$ cat src/rtl/core_pkg.sv
// core_pkg: types and defaults shared by the fetch stage.
//   fetch_entry_t       : one fetched instruction together with its PC
//   RESET_PC_DEFAULT    : default fetch address after reset
//   QUEUE_DEPTH_DEFAULT : default instruction-queue depth (also request credit)
//   word_align()        : clears the byte-offset bits of an address
package core_pkg;

  typedef struct packed {
    logic [31:0] pc;
    logic [31:0] instr;
  } fetch_entry_t;

  localparam logic [31:0] RESET_PC_DEFAULT    = 32'h0000_0000;
  localparam int          QUEUE_DEPTH_DEFAULT = 2;

  function automatic logic [31:0] word_align(input logic [31:0] addr);
    return {addr[31:2], 2'b00};
  endfunction

endpackage

$ cat src/rtl/fetch_queue.sv
// fetch_queue: synchronous FIFO of fetch_entry_t between the memory response
// path and decode. Head entry is read directly from the storage registers so
// it is visible in the cycle after the push.
//   clk, rst_n  : clock, synchronous active-low reset
//   flush       : empties the queue (wins over push)
//   push        : write push_entry at the tail (ignored when full without pop)
//   pop         : drop the head entry (ignored when empty)
//   head_entry  : current head entry (valid when !empty)
//   count       : number of stored entries
//   empty, full : occupancy flags
module fetch_queue
  import core_pkg::*;
#(
  parameter int DEPTH = QUEUE_DEPTH_DEFAULT
) (
  input  logic                         clk,
  input  logic                         rst_n,
  input  logic                         flush,
  input  logic                         push,
  input  fetch_entry_t                 push_entry,
  input  logic                         pop,
  output fetch_entry_t                 head_entry,
  output logic [$clog2(DEPTH+1)-1:0]   count,
  output logic                         empty,
  output logic                         full
);

  localparam int PTR_W = $clog2(DEPTH);
  localparam int CNT_W = $clog2(DEPTH + 1);

  fetch_entry_t mem_reg [DEPTH];
  logic [PTR_W-1:0] wr_ptr_reg, wr_ptr_next;
  logic [PTR_W-1:0] rd_ptr_reg, rd_ptr_next;
  logic [CNT_W-1:0] count_reg, count_next;

  logic do_pop;
  logic do_push;

  assign empty = (count_reg == '0);
  assign full  = (count_reg == CNT_W'(DEPTH));
  assign count = count_reg;

  // A push into a full queue is allowed only if the head leaves in the same cycle.
  assign do_pop  = pop && !empty;
  assign do_push = push && (!full || do_pop);

  // DEPTH is a power of two, so the pointers wrap naturally.
  always_comb begin
    wr_ptr_next = wr_ptr_reg;
    rd_ptr_next = rd_ptr_reg;
    count_next  = count_reg;
    if (flush) begin
      wr_ptr_next = '0;
      rd_ptr_next = '0;
      count_next  = '0;
    end else begin
      if (do_push) wr_ptr_next = wr_ptr_reg + PTR_W'(1);
      if (do_pop)  rd_ptr_next = rd_ptr_reg + PTR_W'(1);
      count_next = count_reg + CNT_W'(do_push) - CNT_W'(do_pop);
    end
  end

  always_ff @(posedge clk) begin
    if (!rst_n) begin
      wr_ptr_reg <= '0;
      rd_ptr_reg <= '0;
      count_reg  <= '0;
    end else begin
      wr_ptr_reg <= wr_ptr_next;
      rd_ptr_reg <= rd_ptr_next;
      count_reg  <= count_next;
    end
  end

  // Storage needs no reset: the count decides which entries are meaningful.
  always_ff @(posedge clk) begin
    if (do_push && !flush) mem_reg[wr_ptr_reg] <= push_entry;
  end

  assign head_entry = mem_reg[rd_ptr_reg];

endmodule

$ cat src/rtl/fetch_unit.sv
// fetch_unit: instruction fetch stage. Issues in-order word requests from the
// fetch PC, buffers returned instructions with their PCs and presents them to
// decode. A redirect flushes the queue and turns every request still in flight
// into a response that is silently dropped.
//   clk, rst_n          : clock, synchronous active-low reset
//   imem_req_*          : request channel (valid/ready, word address)
//   imem_resp_*         : in-order response channel, never back-pressured
//   redirect_valid/target : new PC from execute (target[1:0] ignored)
//   dec_valid/ready, dec_pc, dec_instr : instruction handed to decode
module fetch_unit
  import core_pkg::*;
#(
  parameter logic [31:0] RESET_PC    = RESET_PC_DEFAULT,
  parameter int          QUEUE_DEPTH = QUEUE_DEPTH_DEFAULT
) (
  input  logic        clk,
  input  logic        rst_n,
  output logic        imem_req_valid,
  input  logic        imem_req_ready,
  output logic [31:0] imem_req_addr,
  input  logic        imem_resp_valid,
  input  logic [31:0] imem_resp_data,
  input  logic        redirect_valid,
  input  logic [31:0] redirect_target,
  output logic        dec_valid,
  input  logic        dec_ready,
  output logic [31:0] dec_pc,
  output logic [31:0] dec_instr
);

  localparam int CNT_W  = $clog2(QUEUE_DEPTH + 1);
  // Stale responses can pile up across closely spaced redirects (new requests
  // are issued while older stale ones are still draining), so the discard
  // counter gets headroom beyond a single queue's worth.
  localparam int DISC_W = CNT_W + 3;

  logic [31:0]       pc_reg, pc_next;
  logic [31:0]       resp_pc_reg, resp_pc_next;   // PC of the next kept response
  logic [CNT_W-1:0]  outstanding_reg, outstanding_next;
  logic [DISC_W-1:0] discard_reg, discard_next;

  fetch_entry_t     push_entry;
  fetch_entry_t     head_entry;
  logic [CNT_W-1:0] q_count;
  logic             q_empty;
  logic             q_full;

  logic [CNT_W:0]   in_use;
  logic             has_credit;
  logic             req_fire;
  logic             resp_keep;
  logic             resp_drop;
  logic             q_pop;
  logic [DISC_W:0]  discard_sum;

  // Every outstanding request owns a queue slot, so the queue can never
  // overflow and responses never need to be stalled.
  assign in_use     = {1'b0, q_count} + {1'b0, outstanding_reg};
  assign has_credit = !q_full && (in_use < (CNT_W + 1)'(QUEUE_DEPTH));

  assign imem_req_valid = rst_n && !redirect_valid && has_credit;
  assign imem_req_addr  = pc_reg;
  assign req_fire       = imem_req_valid && imem_req_ready;

  assign resp_drop = imem_resp_valid && (discard_reg != '0);
  assign resp_keep = imem_resp_valid && (discard_reg == '0) && !redirect_valid;

  assign push_entry.pc    = resp_pc_reg;
  assign push_entry.instr = imem_resp_data;

  assign q_pop = !q_empty && dec_ready;

  // On redirect, everything outstanding becomes stale; a response arriving in
  // the redirect cycle itself is dropped and so leaves the stale total.
  assign discard_sum = {1'b0, discard_reg} + (DISC_W + 1)'(outstanding_reg);

  always_comb begin
    pc_next          = pc_reg;
    resp_pc_next     = resp_pc_reg;
    outstanding_next = outstanding_reg;
    discard_next     = discard_reg;
    if (redirect_valid) begin
      pc_next          = word_align(redirect_target);
      resp_pc_next     = word_align(redirect_target);
      outstanding_next = '0;
      if (imem_resp_valid && (discard_sum != '0))
        discard_next = DISC_W'(discard_sum - (DISC_W + 1)'(1));
      else
        discard_next = DISC_W'(discard_sum);
    end else begin
      if (req_fire)  pc_next      = pc_reg + 32'd4;
      if (resp_keep) resp_pc_next = resp_pc_reg + 32'd4;
      outstanding_next = outstanding_reg + CNT_W'(req_fire) - CNT_W'(resp_keep);
      if (resp_drop) discard_next = discard_reg - DISC_W'(1);
    end
  end

  always_ff @(posedge clk) begin
    if (!rst_n) begin
      pc_reg          <= RESET_PC;
      resp_pc_reg     <= RESET_PC;
      outstanding_reg <= '0;
      discard_reg     <= '0;
    end else begin
      pc_reg          <= pc_next;
      resp_pc_reg     <= resp_pc_next;
      outstanding_reg <= outstanding_next;
      discard_reg     <= discard_next;
    end
  end

  fetch_queue #(
    .DEPTH (QUEUE_DEPTH)
  ) u_queue (
    .clk        (clk),
    .rst_n      (rst_n),
    .flush      (redirect_valid),
    .push       (resp_keep),
    .push_entry (push_entry),
    .pop        (q_pop),
    .head_entry (head_entry),
    .count      (q_count),
    .empty      (q_empty),
    .full       (q_full)
  );

  assign dec_valid = !q_empty;
  assign dec_pc    = head_entry.pc;
  assign dec_instr = head_entry.instr;

endmodule
$ cat config.mk
export PLATFORM = sky130hd
export DESIGN_NAME = fetch_unit
export DESIGN_NICKNAME = d
export VERILOG_FILES = /design/src/rtl/core_pkg.sv /design/src/rtl/fetch_queue.sv /design/src/rtl/fetch_unit.sv
export SDC_FILE = /design/constraint.sdc
export NUM_CORES = 1
export LEC_CHECK = 0
export CAP_MARGIN = 15
export CORE_MARGIN = 2
export CORE_UTILIZATION = 51
export DETAILED_ROUTE_END_ITERATION = 6
export HOLD_SLACK_MARGIN = 0.15
export PLACE_DENSITY = 0.79
export SKIP_LAST_GASP = 1
export SYNTH_ARGS = -nofsm -noshare
export SYNTH_HDL_FRONTEND = slang
export SYNTH_SLANG_ARGS = --single-unit
$ cat constraint.sdc
create_clock -name clk -period 13.55 [get_ports clk]
set_clock_uncertainty 0.15 [all_clocks]
set_input_delay 4.065 -clock clk [delete_from_list [all_inputs] [get_ports clk]]
set_output_delay 4.065 -clock clk [all_outputs]
set_load 0.01 [all_outputs]
==> results of run 1 <==
==> per-stage QoR <==
stage               instance area, sq um  utilization
detailed placement                 10570       0.6196
CTS                                11110       0.6516
global route                       11110       0.6516
finish                             11110       0.6516
global placement                   10570       0.6196
floorplan                           8816            -
==> per-layer routing <==
metal  vias to the layer above  track usage
met2                       273       0.3449
met4                         0      0.06597
li1                       3067            -
met3                        18      0.04789
met5                         -            0
met1                      3059       0.2982
==> cell families after synthesis <==
| kind of cell | after synthesis |
|---|---|
| simple gates | 238 |
| flops | 196 |
| compound gates | 125 |
| mux | 76 |
| buf+inv | 59 |
| xor+xnor | 38 |
| fa+ha+maj | 14 |
| other cells | 1 |
==> power breakdown <==
group	internal, W	switching (W)	total [W]	leakage (nW)
Sequential	0.000671	0.0000302	0.000701	1.73
Combinational	0.000103	0.0000946	0.000197	1.74
Clock	0.000239	0.000225	0.000464	0.257
Total	0.00101	0.000350	0.00136	3.72
==> cell type report <==
class	instances	area [sq um]	share of cell area
Multi-Input combinational cell	495	3408	0.3067
Tap cell	225	281.5	0.02533
Timing Repair Buffer	167	1657	0.1490
Clock inverter	15	120.1	0.01081
Clock buffer	17	425.4	0.03828
Sequential cell	196	5166	0.4648
Inverter	15	56.30	0.005066
==> worst max-delay path, delay by kind of cell <==
| kind | cells | cell delay [ns] |
|---|---|---|
| and+or+nand+nor | 2 | 0.52 |
| buffers and inverters | 3 | 1.33 |
==> placed cells by master (no fill, tap or decap), types with 3 or more instances in the layout <==
cell,n
nand3_1,34
and2_1,18
nand2b_1,4
inv_1,14
clkdlybuf4s50_1,161
mux2_2,68
and3_1,11
nor3_1,12
inv_6,5
and4_1,10
xor2_1,9
nand3b_1,3
a22oi_1,5
nor4_1,4
edfxtp_1,124
clkinvlp_4,4
dfxtp_1,71
buf_4,6
nand2_1,58
mux2i_1,8
clkbuf_16,17
o211ai_1,4
a21oi_1,38
ha_1,12
or3_1,11
nand4_1,17
a32oi_1,3
o21ai_0,42
or4_1,7
a211oi_1,4
a31oi_1,15
nor2_1,35
xnor2_1,29
conb_1,4
clkinv_4,3
==> worst max-delay path by stage <==
stage | from | slack, ns | endpoint | cells past startpoint
global route | redirect_valid | 3.28 | imem_req_valid | 5
CTS | redirect_valid | 3.40 | imem_req_valid | 5
floorplan | imem_resp_valid | 2.31 | u_queue.mem_reg[0][0]$_DFFE_PP_ | 3
detailed placement | redirect_valid | 3.40 | imem_req_valid | 5
finish | redirect_valid | 3.41 | imem_req_valid | 5
global placement | redirect_valid | 3.42 | imem_req_valid | 5
==> metrics.txt, run 1 <==
total iterations of the first detailed-routing run 5; vias in the first global route ~6k; DR WL met3 1.730 mm; leading area contributor after synthesis edfxtp_1; most frequent cells after synthesis edfxtp_1 (124), dfxtp_1 (72), mux2_2 (68), nand2_1 (58), o21ai_0 (42); worst r2r src outstanding_reg[0]$_SDFF_PP0_; max-cap violations 0; Synth Area in Simple Gates 0.1457; Reg2Reg Capture Point outstanding_reg[1]$_SDFF_PP0_; Final WS setup between 3 and 4 ns; Synth cell types 55; outcome completed; # fillers about 1.3k; post-place setup slack between 3 and 4 ns; Yosys reg bits between 150 and 200; CP most frequent cell clkdlybuf4s50_1; Die Width 135.4 microns; Max-slew headroom 0.3216; CTS tree done; synth-to-layout area growth 26.23%; met2 routed WL 9.290 mm; hold_ws between 0.3 and 0.4 ns; HP Class reg2reg; WL final around 20 mm; Buffers on Ports 161; Max Clock Freq 98.61 MHz; total power ~0.0014 W; final setup fails 0; # Post-CTS Setup Buffers 0; FF-to-FF setup slack around 9.5 ns; Layout Cells excl Fill between 1k and 1.5k; Clock Sinks just under 200; wire length of the first global-routing pass between 30 and 40 mm; DRC errors left 0; number of synthesized flops with an enable pin ~120; peak supply drop about 0.085 mV; Post-Synth XOR/XNOR Area 0.03780; critical path's slowest cell clkdlybuf4s50_1; vias per cell roughly 5.7; largest family of logic cells by synthesized area simple AND/OR/NAND/NOR gates; async set-reset flop share out of synthesis 0; WS Path Type in2out; Post-CTS Hold Buffers 0; Worst path max stage delay roughly 0.47 ns; Routed wire per std cell 17.65 microns; Placeable Area roughly 17000 sq um; register area share after synthesis 0.5866; H-tree depth 4; RSZ-0062 raised after global routing false; endpoint kind of the worst setup timing path output pin; die area about 18000 sq um; worst slew pin tran 1.014 ns; global route overflow 0; Ports 168; WHS Endpoint u_queue.mem_reg[1][40]$_DFFE_PP_; antenna violations before repair 0; crit path max fanout 46; die height between 100 and 150 microns; Synth Area in Adders 0.02160; Largest register FFs ~120; root buffer cell clkbuf_16; CP Data Required Time approximately 9.3 ns; Synth warnings 0; Final HPWL DP 13.62 mm; global-route usage over all layers 0.2164; Worst-Skew Late Latency 0.43 ns; diodes inserted 0; CP arrival between 5 and 6 ns; maximum clock insertion buffer count 2; final setup TNS 0 ns; Hold Vio Cnt, Final 0; post-synthesis mux area share 0.09606; Tmin final slightly above 10 ns; Synth Area in Compound Gates 0.08342; Hold Crit Depth 0; Period Utilization, post-route 0.7484; num rows 48; via count 6417; CP Cell Sequence clkdlybuf4s50_1, buf_4, and2b_1, and3_1, clkdlybuf4s50_1; fin. max-slew vios 0; Placed Instances around 1.1k; critical path launch point type primary input; Synth top area share 0.4229; Mapped Avg Cell Area around 12 sq um; TritonCTS Buffers 17; share of post-route cells with drive strength above 1 0.1271; DR iter-0 viols between 400 and 500; post_cts resized 0; LEAKAGE roughly 3.7 nW; ys flop type edfxtp_1; Power Density roughly 120 nW/um^2; DR top layer met4; post-route ant nets 0; CTS clk-pin slew, worst paths ~0.070 ns; Hold Path Origin resp_pc_reg[8]$_SDFFE_PN0P_; Starting Density 0.5162; Reg2Reg Depth 11; Synth area leaders edfxtp_1 (42%), dfxtp_1 (16%), mux2_2 (8.7%); count of nets after finishing roughly 980; count leader, synth edfxtp_1; GPL Wtd Cong around 0.84; Synth Instances approximately 750; Post-Route M1 WL 8.733 mm; largest net degree at the start of global routing 63; Mapped Area 8805 sq um
Note: power is estimated with default switching activity, not from simulation.
==> run 2, diff against run 1 <==
- CORE_UTILIZATION: 51 -> 47
- PLACE_DENSITY: 0.79 -> 0.76
- clock period: 13.55 -> 9.1 ns (I/O delays scaled with it)
==> metrics.txt, run 2 (synthesis gave the netlist of run 1 again) <==
outcome completed; RSZ-0062 raised after global routing false; HP Class reg2reg; Final WS setup 2.024 ns (-1.385 ns); antenna violations before repair 0 (unchanged); critical path launch point type primary input; # fillers 1494 (+15%); global route overflow 0 (unchanged); final core utilization 0.6047 (-0.04690); H-tree depth 4 (unchanged); Routed wire per std cell 17.29 microns (-2.0%); LEAKAGE 3.775 nW (+1.3%); met2 routed WL 8.905 mm (-4.1%); CP Data Required Time 6.22 ns (-3.12 ns); Power Density 187.8 nW/um^2 (+53%); endpoint kind of the worst setup timing path output pin; DR iter-0 viols 359 (-18%); num rows 50 (+4.2%); post_cts resized 0 (unchanged); maximum clock insertion buffer count 2 (unchanged); fin. max-slew vios 0 (unchanged); Tmin final 7.076 ns; Multi-input gate area 3417 sq um (+0.26%); peak supply drop 0.1343 mV (+58%); CTS clk-pin slew, worst paths 0.07 ns (about the same); share of post-route cells with drive strength above 1 0.1260 (-0.001105); die height 140.9 microns (+4.0%); WL final 19.70 mm (-1.2%); Starting Density 0.4755 (-0.04074); TritonCTS Buffers 17 (unchanged); total power 0.002103 W (+54%); Post-CTS Hold Buffers 0 (unchanged); hold_ws 0.3487 ns (-0.02286 ns); Ports 168 (unchanged); WS Path Type in2out; Final HPWL DP 13.35 mm (-2.0%); post-place setup slack 2.039 ns (-1.362 ns); DR WL met3 1.516 mm (-12%); commonest non-fill, non-tap cell in the layout clkdlybuf4s50_1; vias per cell 5.616 (-1.1%); synth-to-layout area growth 27.18%; count of nets after finishing 976 (unchanged); critical path's slowest cell clkdlybuf4s50_1; DRC errors left 0 (unchanged); Placeable Area 18520 sq um (+8.6%); Clock Sinks 196 (unchanged); diodes inserted 0 (unchanged); GPL Wtd Cong 0.8342 (-0.99%); DR top layer met4; worst slew pin tran 0.9944 ns (-0.01951 ns); Die Width 140.9 microns (+4.0%); most frequent cells in the layout clkdlybuf4s50_1 (161), edfxtp_1 (124), dfxtp_1 (71), mux2_2 (68), nand2_1 (58); Max Clock Freq approximately 140 MHz; via count 6397 (-0.31%); Period Utilization, post-route 0.7776; CP most frequent cell clkdlybuf4s50_1; # Post-CTS Setup Buffers 0 (unchanged); Worst-Skew Late Latency 0.43 ns (about the same); crit path max fanout 7 (-85%); wire length of the first global-routing pass 30.82 mm (unchanged); max-cap violations 0 (unchanged); root buffer cell clkbuf_16; CTS tree done; final setup fails 0 (unchanged); Hold Vio Cnt, Final 0 (unchanged); post-route ant nets 0 (unchanged); Max-slew headroom 0.3371 (+0.01550); largest net degree at the start of global routing 63 (unchanged); total iterations of the first detailed-routing run 7 (+2); CP Cell Sequence clkdlybuf4s50_1, and2b_1, and3_1, clkdlybuf4s50_1; Buffers on Ports 161 (unchanged); Worst path max stage delay 0.53 ns (+0.06 ns); Largest register FFs 124 (unchanged); vias in the first global route 5959 (-0.72%); die area 19840 sq um (+8.3%); global-route usage over all layers 0.1979 (-0.01853); CP arrival 4.20 ns (-1.73 ns); Post-Route M1 WL 8.982 mm (+2.9%); Reg area 5166 sq um (unchanged); final setup TNS 0 ns (unchanged)
==> run 2: per-layer routing <==
layer,up-vias,global-route usage
met4,0,0.05737
met3,24,0.04993
met5,-,0
met2,251,0.3145
met1,3059,0.2706
li1,3063,-
==> run 2: final timing paths <==
check,endpoint,cells past startpoint,slack [ns],from
hold reg to reg,u_queue.mem_reg[0][48]$_DFFE_PP_,0,0.35,resp_pc_reg[16]$_SDFFE_PN0P_
setup reg to reg,outstanding_reg[1]$_SDFF_PP0_,11,5.03,outstanding_reg[0]$_SDFF_PP0_
hold / removal,u_queue.mem_reg[0][48]$_DFFE_PP_,0,0.35,resp_pc_reg[16]$_SDFFE_PN0P_
setup / recovery,imem_req_valid,4,2.02,redirect_valid
==> run 2: where the power goes <==
part | internal, W | total (W) | switching [W]
Combinational | 0.000153 | 0.000295 | 0.000141
Sequential | 0.000999 | 0.00104 | 0.0000444
Clock | 0.000445 | 0.000765 | 0.000320
Total | 0.00160 | 0.00210 | 0.000506
==> run 2: final cells by class <==
class                           count  share of cell area
Multi-Input combinational cell    495              0.3051
Tap cell                          234             0.02615
Timing Repair Buffer              167              0.1479
Clock inverter                     11             0.01229
Inverter                           15            0.005028
Clock buffer                       21             0.04212
Sequential cell                   196              0.4613
==> run 2: critical path: cells and delay by family <==
family,cells,cell delay (ns)
buffers and inverters,2,0.95
and+or+nand+nor,2,0.52
==> run 2: per-stage QoR <==
stage / cells / instance area [sq um]
after floorplan: 750 / 8822
after global routing: 1139 / 11200
after CTS: 1139 / 11200
after global placement: 1107 / 10590
final: 1139 / 11200
after detailed placement: 1107 / 10590
